`config.mk`:
```
export PLATFORM = sky130hd
export DESIGN_NAME = ex_mem_pipe
export DESIGN_NICKNAME = d
export VERILOG_FILES = /design/src/rtl/spu_pipe_pkg.sv /design/src/rtl/spu_pipe_slot.sv /design/src/rtl/ex_mem_pipe.sv
export SDC_FILE = /design/constraint.sdc
export NUM_CORES = 1
export LEC_CHECK = 0
export CORE_AREA = 2 2 244 246
export CTS_BUF_LIST = sky130_fd_sc_hd__clkbuf_8
export CTS_CLUSTER_SIZE = 16
export DETAILED_ROUTE_END_ITERATION = 10
export DIE_AREA = 0 0 246 248
export SLEW_MARGIN = 20
export SYNTH_ARGS = -nofsm -noshare
export SYNTH_HDL_FRONTEND = slang
export SYNTH_SLANG_ARGS = --single-unit
```
`constraint.sdc`:
```
create_clock -name clk -period 1.9 [get_ports clk]
set_clock_uncertainty 0.15 [all_clocks]
set_input_delay 0.285 -clock clk [delete_from_list [all_inputs] [get_ports clk]]
set_output_delay 0.285 -clock clk [all_outputs]
set_load 0.02 [all_outputs]
```
`src/rtl/spu_pipe_pkg.sv`:
```
// Shared widths and payload types for the SPU EX->MEM pipeline register.
package spu_pipe_pkg;

    localparam int DATA_W = 128;
    localparam int PC_W   = 32;
    localparam int REG_W  = 7;

    // Field order is the packing order used for each slot's data vector
    // (regwrite travels separately because a kill must clear it).
    typedef struct packed {
        logic [PC_W-1:0]   jump_pc;
        logic              zero;
        logic [DATA_W-1:0] alu_result;
        logic [DATA_W-1:0] store_data;
        logic [REG_W-1:0]  rt;
        logic              regwrite;
    } ex_mem_payload_t;

    typedef struct packed {
        logic            valid;
        ex_mem_payload_t payload;
    } ex_mem_slot_t;

endpackage

```
`src/rtl/spu_pipe_slot.sv`:
```
// One pipeline slot: valid + regwrite control bits and a data vector.
// Kill clears only the control bits; the data vector keeps its value.
module spu_pipe_slot #(
    parameter int DAT_W = 8
) (
    input  logic             clk,
    input  logic             reset,
    input  logic             hold,
    input  logic             kill,
    input  logic             d_valid,
    input  logic             d_regwrite,
    input  logic [DAT_W-1:0] d_data,
    output logic             q_valid,
    output logic             q_regwrite,
    output logic [DAT_W-1:0] q_data
);

    logic             valid_d, valid_q;
    logic             regwrite_d, regwrite_q;
    logic [DAT_W-1:0] data_d, data_q;

    // Next state: kill beats hold, hold beats load.
    always_comb begin
        valid_d    = valid_q;
        regwrite_d = regwrite_q;
        data_d     = data_q;
        if (kill) begin
            valid_d    = 1'b0;
            regwrite_d = 1'b0;
        end else if (!hold) begin
            valid_d    = d_valid;
            regwrite_d = d_regwrite & d_valid;
            data_d     = d_data;
        end
    end

    // Slot register with synchronous clear of every field.
    always_ff @(posedge clk) begin
        if (reset) begin
            valid_q    <= 1'b0;
            regwrite_q <= 1'b0;
            data_q     <= '0;
        end else begin
            valid_q    <= valid_d;
            regwrite_q <= regwrite_d;
            data_q     <= data_d;
        end
    end

    assign q_valid    = valid_q;
    assign q_regwrite = regwrite_q;
    assign q_data     = data_q;

endmodule

```
`src/rtl/ex_mem_pipe.sv`:
```
// EX->MEM pipeline register, DEPTH slots deep, with stall, flush,
// occupancy count and per-slot hazard taps for forwarding/interlock.
module ex_mem_pipe
    import spu_pipe_pkg::*;
#(
    parameter int DATA_W = spu_pipe_pkg::DATA_W,
    parameter int PC_W   = spu_pipe_pkg::PC_W,
    parameter int REG_W  = spu_pipe_pkg::REG_W,
    parameter int DEPTH  = 2
) (
    input  logic                       clk,
    input  logic                       reset,
    input  logic                       stall,
    input  logic                       flush,
    input  logic                       in_valid,
    input  logic [PC_W-1:0]            in_jump_pc,
    input  logic                       in_zero,
    input  logic [DATA_W-1:0]          in_alu_result,
    input  logic [DATA_W-1:0]          in_store_data,
    input  logic [REG_W-1:0]           in_rt,
    input  logic                       in_regwrite,
    output logic                       out_valid,
    output logic [PC_W-1:0]            out_jump_pc,
    output logic                       out_zero,
    output logic [DATA_W-1:0]          out_alu_result,
    output logic [DATA_W-1:0]          out_store_data,
    output logic [REG_W-1:0]           out_rt,
    output logic                       out_regwrite,
    output logic [DEPTH-1:0]           tap_valid,
    output logic [DEPTH-1:0]           tap_regwrite,
    output logic [DEPTH*REG_W-1:0]     tap_rt,
    output logic [$clog2(DEPTH+1)-1:0] occupancy,
    output logic                       busy
);

    localparam int DAT_W = PC_W + 1 + 2 * DATA_W + REG_W;
    localparam int OCC_W = $clog2(DEPTH + 1);

    logic [DEPTH-1:0]            slot_valid;
    logic [DEPTH-1:0]            slot_rw;
    logic [DEPTH-1:0][DAT_W-1:0] slot_data;
    logic [DAT_W-1:0]            in_data;
    logic [OCC_W-1:0]            occ_d, occ_q;

    // rt sits in the low bits so the hazard taps can slice it directly.
    assign in_data = {in_jump_pc, in_zero, in_alu_result, in_store_data, in_rt};

    for (genvar k = 0; k < DEPTH; k++) begin : g_slot
        logic             src_valid;
        logic             src_rw;
        logic [DAT_W-1:0] src_data;

        if (k == 0) begin : g_head
            assign src_valid = in_valid;
            assign src_rw    = in_regwrite;
            assign src_data  = in_data;
        end else begin : g_body
            assign src_valid = slot_valid[k-1];
            assign src_rw    = slot_rw[k-1];
            assign src_data  = slot_data[k-1];
        end

        spu_pipe_slot #(.DAT_W(DAT_W)) u_slot (
            .clk        (clk),
            .reset      (reset),
            .hold       (stall),
            .kill       (flush),
            .d_valid    (src_valid),
            .d_regwrite (src_rw),
            .d_data     (src_data),
            .q_valid    (slot_valid[k]),
            .q_regwrite (slot_rw[k]),
            .q_data     (slot_data[k])
        );

        assign tap_rt[k*REG_W +: REG_W] = slot_data[k][REG_W-1:0];
    end

    assign tap_valid    = slot_valid;
    assign tap_regwrite = slot_rw;

    assign out_valid    = slot_valid[DEPTH-1];
    assign out_regwrite = slot_rw[DEPTH-1];
    assign {out_jump_pc, out_zero, out_alu_result, out_store_data, out_rt} = slot_data[DEPTH-1];

    // Occupancy tracks the valid bits: one in at slot0, one out past the last slot.
    always_comb begin
        occ_d = occ_q;
        if (flush) begin
            occ_d = '0;
        end else if (!stall) begin
            occ_d = occ_q + OCC_W'(in_valid) - OCC_W'(slot_valid[DEPTH-1]);
        end
    end

    // Occupancy register.
    always_ff @(posedge clk) begin
        if (reset) occ_q <= '0;
        else       occ_q <= occ_d;
    end

    assign occupancy = occ_q;
    assign busy      = (occ_q != '0);

    a_occ_matches_valid: assert property (@(posedge clk) disable iff (reset)
        int'(occupancy) == $countones(tap_valid));

endmodule
```
==> flow_metrics.tcl <==
set metrics [dict create \
    status "finished, final reports clean" \
    maxSlewViolCount 0 \
    min-delay-start "in_store_data[101]" \
    p_int_mw 21.1 \
    crit_start "occupancy[1]" \
    firstDrtPassIters 5 \
    worstMarginPinSlew_ns 0.509 \
    p_comb_share_pct 10.0 \
    dieArea_mm2 0.0610 \
    netlist_instances 2615 \
    num_rows 89 \
    gr-total-overflow 0 \
    fin_area_mm2 0.0320 \
    final_util_pct 54.8 \
    grt_max_degree 115 \
    cp_slowest_cell "dfxtp_2" \
    p_per_area_mw_per_mm2 868 \
    relSlewSlack_pct 66.1 \
    yosys.area.top_type "dfxtp_1" \
    wl_per_cell_um 15.5 \
    ys_seq_area_share_pct 56.9 \
    htree_levels 3 \
    grt.total_usage_pct 20.9 \
    tritoncts "done" \
    crit_path_end_kind "output pin" \
    synth_nets 2919 \
    total_power_mw 27.8 \
    ys_seq_elements 598 \
    min_period_ns 1.84 \
    worstReg2RegStart "occupancy[0]" \
    clockBufferDepth 3 \
    power_leakage_nw 12.7 \
    area_growth_pct 52.4 \
    avgViaCountPerCell 4.65 \
    cpPeakStageDelay_ns 0.33 \
    die_h_um 248 \
    start_util_pct 36.0 \
    drt.antenna.violating_nets 0 \
    power_switching_share_pct 24.1 \
    power.switching_mw 6.72 \
    cts_setup_buffers 0 \
    worst-endpoint-required_ns 1.46 \
    grt_pass1_wl_um 102000 \
    clkPwrFrac_pct 42.7 \
    post_dp_cell_area_mm2 0.0279 \
    ys_types 20 \
    hp-class "input port to register" \
    fillers 5409 \
    fin_crit_sh_pct 96.8 \
    synth_area_leaders "dfxtp_1, nand2_1, a21oi_1" \
    drc_errors 0 \
    fin_nets 3766 \
    vias 20100 \
    rrSetupSlack_ns 0.11 \
    crit_path_start_kind "register" \
    syn_area_mm2 0.0210 \
    dp.final_hpwl_um 46700 \
    max_freq_ghz 0.544 \
    ios 621 \
    finalHoldViolations 0 \
    antenna_found_initial 6 \
    setup_viol 0 \
    crit_chain "or2_4, buf_6" \
    p_seq_share_pct 47.2 \
    cp_max_fo 4 \
    cts_buffers 100 \
    drv_cap 0 \
    die_w_um 246 \
    clock_tree.root_cell "clkbuf_8" \
    place_congestion 0.829 \
    wl_um 67000 \
    critPathArrivalTime_ns 1.40 \
    port_buffers 620 \
    first_iter_violations 888 \
    path_clk_slew_ns 0.06 \
    postSynthAreaPerCell_um2 8.04 \
    core-area_mm2 0.0585 \
    peakVddDrop_v 0.000733 \
    rsz0062_at_grt "yes" \
    yosys.area.top_type_share_pct 56.9 \
    final_layout_size_suffix_gt1_share_pct 9.26 \
    grt_pass1_vias 19600 \
    clk_latency_ns 0.69 \
    ys.warnings.count 0 \
    clock_sinks 598 \
    crit_type "register to output pin" \
]
==> timing repair <==
action                                  in CTS  in global routing
endpoints found under the setup margin     319                111
gates resized for setup                    403                133
hold buffers                               242                  0
pin swaps                                    0                  0
endpoints found under the hold margin      341                  0
==> critical path: cells and delay by family, from the launching register on <==
kind | cells | cell delay [ns]
simple gates | 1 | 0.24
flops | 1 | 0.33
buf+inv | 1 | 0.14
==> area by class of cell <==
class                           count  area [um2]  area share [%]
Multi-Input combinational cell   1798        7600            23.7
Sequential cell                   598       12000            37.4
Inverter                            2        7.51          0.0234
Timing Repair Buffer              962        9350            29.2
Tap cell                          773         967            3.02
Clock buffer                      131        1800            5.63
Antenna cell                        6        15.0          0.0469
Clock inverter                     50         329            1.03
==> power groups by stage <==
stage	sequential, mW	combinational (mW)	clock [mW]
2_1_floorplan	13.5	1.10	0
3_3_place_gp	13.4	2.41	0
3_5_place_dp	13.4	2.43	0
4_1_cts	13.1	2.79	12.2
5_1_grt	13.2	3.02	12.8
6_report	13.1	2.79	11.9
==> cell usage after synthesis (all sizes together) <==
library cell	n
mux2i	2
nand3b	1
inv	2
or2	3
a21oi	595
o21ai	1
xnor2	1
clkbuf	73
nand2	1185
or3	1
a22oi	1
ha	2
nor2b	1
dfxtp	598
buf	144
nor2	5
==> per-stage QoR <==
step	setup WS, ns	std cells	hold WS, ns	setup TNS, ns
2_1_floorplan	0.162	2615	0.271	0
3_3_place_gp	-0.0562	3891	0.285	-7.20
3_5_place_dp	-0.110	3891	0.293	-22.31
4_1_cts	-0.218	4314	0.000135	-0.218
5_1_grt	-0.0176	4319	0.00578	-0.0260
6_report	0.0612	4320	0.0506	0
==> final timing paths <==
check | to | cells after the start
worst max-delay path | busy | 2
worst min-delay path | g_slot[0].u_slot.q_data[108] | 3
worst max register to register | occupancy[1] | 7
worst min register to register | g_slot[1].u_slot.q_data[177] | 2
==> cell usage in the layout (no fill, tap or decap), types with 4 or more instances in the layout <==
master           count
clkdlybuf4s50_1    300
dlygate4sd2_1      176
clkdlybuf4s15_1     80
inv_1               33
buf_4               69
a21oi_2              8
diode_2              6
bufinv_16            4
nor2_1               4
a21oi_1            587
nand2_1           1185
inv_6                4
buf_12              31
dfxtp_1            596
clkinv_2            10
clkbuf_8           131
clkbuf_2            44
clkdlybuf4s15_2     16
dlygate4sd3_1      242
==> metal layers <==
metal	vias to the layer above	wire length (um)	global-route usage, %
li1	10100	-	-
met1	9249	26400	23.1
met2	621	32900	36.3
met3	153	5260	7.20
met4	0	2500	9.38
met5	-	0	0
==> registers in the layout, summed over array words and instances, names as in the netlist <==
| signal | cells |
|---|---|
| g_slot.u_slot.q_valid | 2 |
| occupancy | 2 |
| g_slot.u_slot.q_data | 592 |
| g_slot.u_slot.q_regwrite | 2 |
==> cell families after synthesis <==
kind of cell | after synthesis | share of synthesized area (%)
simple gates | 1196 | 21.5
flops | 598 | 56.9
compound gates | 597 | 14.4
buf+inv | 219 | 6.93
mux | 2 | 0.0952
fa+ha+maj | 2 | 0.119
xor+xnor | 1 | 0.0417
Note: power is estimated with default switching activity, not from simulation.
